File: src/rtl/pulse_gen_pkg.sv
// Shared types and defaults for the delay-and-pulse generator.
// Imported by the top and the LED stretcher.
package pulse_gen_pkg;

  typedef enum logic [1:0] {
    IDLE  = 2'd0,
    DELAY = 2'd1,
    PULSE = 2'd2
  } state_t;

  localparam int LED_STRETCH_DEF = 25_000_000;
  localparam int CNT_W_DEF       = 32;

endpackage

File: src/rtl/pulse_stretcher.sv
// Registered LED driver: follows src, then holds high for
// HOLD_CYCLES more cycles after src falls.
module pulse_stretcher
  import pulse_gen_pkg::*;
#(
  parameter int HOLD_CYCLES = LED_STRETCH_DEF
) (
  input  logic clk,
  input  logic reset_n,
  input  logic src,
  output logic led
);

  localparam int HW =
    (HOLD_CYCLES < 2) ? 1 : $clog2(HOLD_CYCLES + 1);
  localparam logic [HW-1:0] HOLD = HW'(HOLD_CYCLES);

  logic [HW-1:0] hold_q;

  always_ff @(posedge clk or negedge reset_n) begin
    if (!reset_n) begin
      hold_q <= '0;
      led    <= 1'b0;
    end else if (src) begin
      hold_q <= HOLD;
      led    <= 1'b1;
    end else if (hold_q != '0) begin
      hold_q <= hold_q - HW'(1);
      led    <= 1'b1;
    end else begin
      led    <= 1'b0;
    end
  end

endmodule

File: src/rtl/pulse_generator.sv
// Single-shot delay-then-pulse generator with stretched
// status LEDs for the delay and pulse phases.
module pulse_generator
  import pulse_gen_pkg::*;
#(
  parameter int LED_STRETCH_CYCLES = LED_STRETCH_DEF,
  parameter int CNT_W              = CNT_W_DEF
) (
  input  logic             clk,
  input  logic             reset_n,
  input  logic             start,
  input  logic [CNT_W-1:0] delay_cycles,
  input  logic [CNT_W-1:0] pulse_width_cycles,
  output logic             pulse_out,
  output logic             pulse_led,
  output logic             delay_led
);

  state_t           state;
  state_t           state_nx;
  logic             start_q;
  logic             trig;
  logic             cnt_last;
  logic             d_nz;
  logic             w_nz;
  logic             load_seq;
  logic             load_w;
  logic             run;
  logic             pulse_nx;
  logic             delay_raw;
  logic [CNT_W-1:0] cnt;
  logic [CNT_W-1:0] width_q;

  assign trig     = start & ~start_q;
  assign cnt_last = (cnt == CNT_W'(1));
  assign d_nz     = |delay_cycles;
  assign w_nz     = |pulse_width_cycles;

  always_ff @(posedge clk or negedge reset_n) begin
    if (!reset_n) state <= IDLE;
    else          state <= state_nx;
  end

  always_comb begin
    state_nx = state;
    unique case (state)
      IDLE: begin
        if (trig && d_nz)      state_nx = DELAY;
        else if (trig && w_nz) state_nx = PULSE;
      end
      DELAY: begin
        if (cnt_last)
          state_nx = (|width_q) ? PULSE : IDLE;
      end
      PULSE: begin
        if (cnt_last) state_nx = IDLE;
      end
      default: state_nx = IDLE;
    endcase
  end

  always_comb begin
    delay_raw = (state == DELAY);
    pulse_nx  = (state_nx == PULSE);
    load_seq  = (state == IDLE) && trig;
    load_w    = (state == DELAY) && cnt_last;
    run       = (state != IDLE) && !load_w;
  end

  // Width is latched at trigger time; the counter is
  // reloaded with it at the DELAY-to-PULSE boundary.
  always_ff @(posedge clk or negedge reset_n) begin
    if (!reset_n) begin
      start_q <= 1'b0;
      cnt     <= '0;
      width_q <= '0;
    end else begin
      start_q <= start;
      unique case (1'b1)
        load_seq: begin
          width_q <= pulse_width_cycles;
          cnt     <= d_nz ? delay_cycles
                          : pulse_width_cycles;
        end
        load_w:  cnt <= width_q;
        run:     cnt <= cnt - CNT_W'(1);
        default: ;
      endcase
    end
  end

  always_ff @(posedge clk or negedge reset_n) begin
    if (!reset_n) pulse_out <= 1'b0;
    else          pulse_out <= pulse_nx;
  end

  pulse_stretcher #(
    .HOLD_CYCLES(LED_STRETCH_CYCLES)
  ) u_pulse_led (
    .clk    (clk),
    .reset_n(reset_n),
    .src    (pulse_out),
    .led    (pulse_led)
  );

  pulse_stretcher #(
    .HOLD_CYCLES(LED_STRETCH_CYCLES)
  ) u_delay_led (
    .clk    (clk),
    .reset_n(reset_n),
    .src    (delay_raw),
    .led    (delay_led)
  );

endmodule

File: config.mk
export PLATFORM = sky130hd
export DESIGN_NAME = pulse_generator
export DESIGN_NICKNAME = d
export VERILOG_FILES = /design/src/rtl/pulse_gen_pkg.sv /design/src/rtl/pulse_stretcher.sv /design/src/rtl/pulse_generator.sv
export SDC_FILE = /design/constraint.sdc
export NUM_CORES = 1
export LEC_CHECK = 0
export CAP_MARGIN = 20
export CORE_MARGIN = 2
export CORE_UTILIZATION = 48
export DETAILED_ROUTE_END_ITERATION = 8
export PLACE_DENSITY = 0.72
export SETUP_SLACK_MARGIN = 0.02
export SYNTH_ARGS = -nofsm -noshare
export SYNTH_HDL_FRONTEND = slang
export SYNTH_SLANG_ARGS = --single-unit
export TNS_END_PERCENT = 1
File: constraint.sdc
create_clock -name clk -period 2.7 [get_ports clk]
set_input_delay 0.675 -clock clk [delete_from_list [all_inputs] [get_ports clk]]
set_output_delay 0.675 -clock clk [all_outputs]
set_load 0.005 [all_outputs]
==> results of run 1 <==
## sequential cells by signal (all words and copies together), names as in the netlist
name,flops
state,2
pulse_out,1
start_q,1
width_q,32
cnt,32
u_pulse_led.led,1
u_pulse_led.hold_q,25
u_delay_led.led,1
u_delay_led.hold_q,25
## synthesized netlist by cell type, types with 5 or more instances
cell type,instances
o21ai_0,36
a22oi_1,7
a21oi_1,14
nand2b_1,13
xor2_1,23
a21o_1,11
or3_1,12
dfrtp_1,120
and2_1,9
nor3_1,32
o2111ai_1,5
and3_1,13
a222oi_1,11
clkbuf_1,31
o211ai_1,6
nor2_1,53
nand3_1,32
nand2_1,149
inv_1,16
o21a_1,5
nand4_1,15
a221oi_1,5
or4_1,13
nor4_1,52
xnor2_1,38
## routing by layer
| layer | track usage | up-vias |
|---|---|---|
| met5 | 0 | - |
| met4 | 0.124 | 0 |
| met3 | 0.0660 | 49 |
| met2 | 0.432 | 333 |
| met1 | 0.367 | 3124 |
| li1 | - | 2989 |
## worst paths after layout
kind / depth (start not counted) / to / from / slack, ns
setup / recovery: 6 / cnt[0] / cnt[23] / 0.08
hold / removal: 2 / u_pulse_led.hold_q[24] / reset_n / 0.34
setup reg to reg: 6 / cnt[0] / cnt[23] / 0.08
hold reg to reg: 2 / width_q[14] / width_q[14] / 0.51
max in group asynchronous: 2 / cnt[7] / reset_n / 1.86
min in group clk: 2 / width_q[14] / width_q[14] / 0.51
## layout by cell type (no fill, tap or decap), drive strengths merged, types with 6 or more instances in the layout
cell / instances
dfrtp: 120
clkbuf: 21
nor4: 55
a21o: 11
nand3: 32
nand4: 15
inv: 17
nor3: 33
a22oi: 7
nor2: 53
a21oi: 14
buf: 41
xnor2: 38
and2: 9
xor2: 23
nand2b: 13
clkdlybuf4s50: 68
o21ai: 36
or3: 13
nand2: 149
and3: 13
o211ai: 6
or4: 15
a222oi: 11
## metrics by stage
| stage | cell area (um2) | hold slack, ns |
|---|---|---|
| after detailed placement | 7850 | 0.495 |
| after floorplan | 6750 | 0.379 |
| after global routing | 8540 | 0.409 |
| after CTS | 8520 | 0.379 |
| after global placement | 7850 | 0.488 |
| final | 8540 | 0.337 |
## cell type report
class,instances,share of cell area
clock buffers,21,0.0563
inverters,16,0.00703
multi-input cells,604,0.417
repair buffers,109,0.119
clock inverters,11,0.0224
flip-flops and latches,120,0.352
well taps,180,0.0264
## cells by family after synthesis
kind of cell | after synthesis | synth area share
AO/OA/AOI/OAI | 121 | 0.123
multiplexers | 2 | 0.00297
buffers and inverters | 55 | 0.0313
AND/OR/NAND/NOR | 416 | 0.312
flip-flops | 120 | 0.445
XOR/XNOR | 61 | 0.0791
adder cells (fa/ha/maj) | 4 | 0.00741
## where the power goes
group	total (mW)	internal, mW	switching (mW)	leakage [nW]
Combinational	2.10	0.952	1.15	1.83
Clock	2.55	1.73	0.821	0.322
Sequential	2.89	2.28	0.605	1.45
## repair_timing
action | 4_1_cts | 5_1_grt
setup endpoints to repair | 0 | 10
setup buffers | 0 | 0
gates resized for setup | 0 | 5
==> qor.csv, run 1 <==
stage,metric,value,unit
route,met3_length,1570,um
flow_run,max_cap_viol_count,0,
placed_design,portBuffers,69,
worst_setup_path,critPathKind,reg -> reg,
worst_setup_path,crit_path_top_delay_cell,or4_1,
status,status,"complete, no violations",
synthesis,ys_top_cells_by_area,"dfrtp_1, nand2_1, xnor2_1",
route,routed_wl,19800,um
pwr,pwr_density_cell,884,nW/um2
global_route,grt_pass1_wl,32000,um
global_route,antenna_found_initial,0,
synthesis,synth_top_area_cell,dfrtp_1,
synthesis,ys_seq_area_frac,0.445,
global_route,grt_pass1_vias,6320,
layout,utilization,0.618,
worst_setup_path,end_kind,flip-flop,
worst_setup_path,path_buf_inv,0,
route,drc,0,
synthesis,synth_area_per_cell,8.67,um2
floorplanning,io_pins,70,
worst_setup_path,crit_fanout,5,
clock_network,cts_buffer_depth,2,
layout,stdcell_count,1061,
floorplanning,rows,43,
clock_network,cts_hold_buf,0,
clock_network,clk_pin_slew,0.06,ns
route,first_pass_iters,5,
clock_network,clk_latency,0.42,ns
timing,max_slew_margin,0.443,
timing,finalSetupViolCount,0,
clock_network,cts_buffers,17,
worst_setup_path,crit_required,2.98,ns
route,ant_nets,0,
pwr,power,7.55,mW
route,dr.first_iter.drc_count,835,
layout,fillerInstances,1150,
floorplanning,start_util,0.488,
worst_setup_path,max_stage_delay,0.57,ns
layout,final_nets,939,
pwr,power.leakage,3.60,nW
synthesis,synth_edf_count,0,
timing,fin_skew,0.0115,ns
floorplanning,die_area,15000,um2
timing,max_freq,0.382,GHz
worst_setup_path,crit_chain,or4_1 > or3_4 > or2_1 > nor4_4 > mux2i_1 > o221ai_1,
timing,rsz0062_at_grt,yes,
route,wire_per_inst,18.6,um
synthesis,netlist_area,6750,um2
layout,syn_to_final_growth,26.5,%
layout,seq_area,3000,um2
worst_setup_path,arrival,2.90,ns
pwr,peakVddDrop,0.525,mV
synthesis,synth_top_flop_cell,dfrtp_1,
synthesis,ys_types,54,
hold_path,hp-class,in -> async,
route,vias,6495,
clock_network,clock-sinks,120,
clock_network,cts_tree,yes,
timing,setup_ws,0.0817,ns
route,wl_met2,9120,um
global_route,grt_overflow_total,0,
placed_design,place_ws,-0.0553,ns
clock_network,ctsHtreeMaxLevel,4,
placed_design,dp_cells,1029,
route,post_drt_via_cell_ratio,6.12,
synthesis,synthArstFlopShare,1.00,
timing,hold_viol,0,
worst_setup_path,path_delay_family,simple AND/OR/NAND/NOR gates,
global_route,grt_usage,0.277,
global_route,grt_max_degree,121,
placed_design,dp_hpwl,14300,um
synthesis,synthesis.nets,850,
timing,fin_crit_sh,0.970,
layout,multi_input_comb_area,3560,um2
synthesis,synth_top_cell_area_share,0.445,
synthesis,yosys_register_bits,120,
timing,setup_tns,0,ns
floorplanning,die_x,123,um
synthesis,yosysWarnings,0,
timing,worst_pin_slew,0.833,ns
placed_design,gp_congestion,0.961,
floorplanning,die_y,123,um
synthesis,netlist_instances,779,
worst_setup_path,start_kind,flip-flop,
timing,fin_crit,2.62,ns
timing,slew_viol_final,0,
clock_network,root_buffer,clkbuf_16,
layout,drive_gt1_frac,0.108,
layout,antenna_cells,0,
route,top_layer,met4,
route,drt-met1-wl,8400,um
floorplanning,coreArea,13800,um2
(Power assumes the default switching activity.)
==> run 2: changes to the inputs <==
--- a/config.mk
+++ b/config.mk
@@ -5,7 +5,7 @@
 export SDC_FILE = /design/constraint.sdc
 export NUM_CORES = 1
 export LEC_CHECK = 0
-export CAP_MARGIN = 20
+export CAP_MARGIN = 15
 export CORE_MARGIN = 2
 export CORE_UTILIZATION = 48
 export DETAILED_ROUTE_END_ITERATION = 8
==> results of run 2 <==
The final DEF is identical to that of run 1; final timing and power are the same.
==> run 3: changes to the inputs <==
--- a/config.mk
+++ b/config.mk
@@ -9,7 +9,8 @@
 export CORE_MARGIN = 2
 export CORE_UTILIZATION = 48
 export DETAILED_ROUTE_END_ITERATION = 8
-export PLACE_DENSITY = 0.72
+export GPL_ROUTABILITY_DRIVEN = 0
+export PLACE_DENSITY_LB_ADDON = 0.2
 export SETUP_SLACK_MARGIN = 0.02
 export SYNTH_ARGS = -nofsm -noshare
 export SYNTH_HDL_FRONTEND = slang
==> run 3 against run 2 <==
- worst hold slack worse by 0.11 ns
- first-iteration DRC count down 18%
- sequential share of layout area increased by 0.50 points
- sequential cell count unchanged
- critical endpoint is now u_delay_led.hold_q[22]
- largest power group unchanged
==> qor.csv, run 3 (same netlist as run 1, synthesis figures left out) <==
stage,metric,value,unit,change
hold_path,hp-class,in -> async,,
pwr,power.leakage,3.57,nW,-0.98%
route,drt-met1-wl,8370,um,-0.32%
layout,stdcell_count,1063,,+0.19%
status,status,"complete, no violations",,
worst_setup_path,r2r_cells,6,,unchanged
floorplanning,die_x,123,um,unchanged
layout,finalInstanceArea,8420,um2,-1.4%
clock_network,clk_pin_slew,0.05,ns,about the same
clock_network,cts_setup_buffers,0,,unchanged
timing,fin_crit,2.60,ns,-0.0168 ns
route,dr.first_iter.drc_count,682,,-18%
worst_setup_path,crit_required,3.00,ns,+0.02 ns
route,top_layer,met4,,
worst_setup_path,crit_fanout,5,,unchanged
timing,worst_pin_slew,0.875,ns,+0.0426 ns
timing,hold_viol,0,,unchanged
timing,finalSetupViolCount,0,,unchanged
global_route,grt_overflow_total,0,,unchanged
layout,fillerInstances,1153,,+0.26%
floorplanning,die_y,123,um,unchanged
timing,max_freq,0.384,GHz,+0.64%
clock_network,cts_buffer_depth,2,,unchanged
route,drc,0,,unchanged
worst_setup_path,crit_top_cell,or4_4,,
worst_setup_path,crit_path_top_delay_cell,or4_4,,
pwr,pwr_density_cell,832,nW/um2,-5.9%
placed_design,dp_hpwl,14600,um,+2.2%
clock_network,cts_resized,0,,unchanged
clock_network,cts_buffers,17,,unchanged
clock_network,clk_latency,0.43,ns,about the same
timing,fin_crit_sh,0.964,,-0.00621
global_route,antenna_found_initial,0,,unchanged
clock_network,root_buffer,clkbuf_16,,
floorplanning,start_util,0.488,,unchanged
placed_design,dp_cells,1033,,+0.39%
floorplanning,io_pins,70,,unchanged
layout,layout_common_cells,"nand2_1, dfrtp_1, clkdlybuf4s50_1",,
route,vias,6457,,-0.59%
layout,antenna_cells,0,,unchanged
route,met3_length,1570,um,+0.13%
timing,max_slew_margin,0.414,,-0.0285
route,post_drt_via_cell_ratio,6.07,,-0.77%
floorplanning,die_area,15000,um2,unchanged
clock_network,ctsHtreeMaxLevel,4,,unchanged
layout,final_nets,943,,+0.43%
worst_setup_path,crit_chain,or4_4 > or4_4 > or4b_4 > nor3_4 > xnor2_1 > nand2_1,,
route,ant_nets,0,,unchanged
floorplanning,coreArea,13800,um2,unchanged
layout,mostFrequentLayoutCell,nand2_1,,
pwr,peakVddDrop,0.522,mV,-0.52%
worst_setup_path,max_stage_delay,0.58,ns,about the same
route,wire_per_inst,18.9,um,+1.3%
worst_setup_path,arrival,2.90,ns,about the same
worst_setup_path,end_kind,flip-flop,,
layout,utilization,0.609,,-0.00860
layout,syn_to_final_growth,24.7,%,
layout,drive_gt1_frac,0.104,,-0.00364
placed_design,portBuffers,69,,unchanged
clock_network,cts_tree,yes,,
worst_setup_path,critPathKind,reg -> reg,,
timing,slew_viol_final,0,,unchanged
global_route,grt_pass1_vias,6419,,+1.6%
placed_design,place_ws,-0.0795,ns,-0.0242 ns
clock_network,cts_hold_buf,0,,unchanged
clock_network,clock-sinks,120,,unchanged
global_route,grt_usage,0.288,,+0.0108
layout,top_regs,"cnt x32, width_q x32",,
floorplanning,rows,43,,unchanged
timing,setup_ws,0.0985,ns,+0.0168 ns
route,first_pass_iters,6,,+1
flow_run,max_cap_viol_count,0,,unchanged
route,wl_met2,9300,um,+2.0%
timing,rsz0062_at_grt,yes,,
global_route,grt_pass1_wl,32900,um,+2.8%
route,routed_wl,20100,um,+1.5%
worst_setup_path,start_kind,flip-flop,,
placed_design,place_area,7880,um2,+0.38%
global_route,grt_max_degree,51,,-58%
timing,fin_skew,0.0127,ns,+0.00117 ns
-- run 3: final cells by class --
class	instances	area [um2]	area share
timing repair buffer	113	1040	0.124
tap	180	225	0.0267
clock buffer	27	513	0.0609
clock inverter	3	15.0	0.00178
inverter	16	60.1	0.00713
multi-input combinational	604	3560	0.423
sequential	120	3000	0.357
-- run 3: path summary, 6_finish.rpt --
path / start / end / slack [ns]
setup / recovery: u_delay_led.hold_q[9] / u_delay_led.hold_q[22] / 0.1
max in group asynchronous: reset_n / cnt[27] / 1.78
hold reg to reg: width_q[3] / width_q[3] / 0.50
setup reg to reg: u_delay_led.hold_q[9] / u_delay_led.hold_q[22] / 0.1
hold / removal: reset_n / u_pulse_led.hold_q[24] / 0.23
min in group clk: width_q[3] / width_q[3] / 0.50
-- run 3: metal layers --
metal | vias up | GRT usage
li1 | 3001 | -
met2 | 336 | 0.449
met4 | 0 | 0.142
met5 | - | 0
met1 | 3072 | 0.378
met3 | 48 | 0.0655
-- run 3: worst max-delay path, delay by kind of cell (launching register included) --
kind                      cells  cell delay, ns
and+or+nand+nor               5            1.95
DFF                           1            0.39
xor gates and xnor gates      1            0.14
-- run 3: per-stage QoR --
| stage | power, mW | hold slack [ns] | setup TNS, ns |
|---|---|---|---|
| 2_1_floorplan | 4.12 | 0.379 | 0 |
| 3_3_place_gp | 4.83 | 0.478 | -0.0494 |
| 3_5_place_dp | 4.92 | 0.491 | -0.0795 |
| 4_1_cts | 6.99 | 0.253 | 0 |
| 5_1_grt | 7.42 | 0.264 | 0 |
| 6_report | 7.00 | 0.228 | 0 |
-- run 3: where the power goes --
part | switching [mW] | leakage (nW) | internal (mW)
logic | 1.12 | 1.85 | 0.957
clock network | 0.766 | 0.263 | 1.28
registers | 0.600 | 1.45 | 2.28
total | 2.48 | 3.57 | 4.52
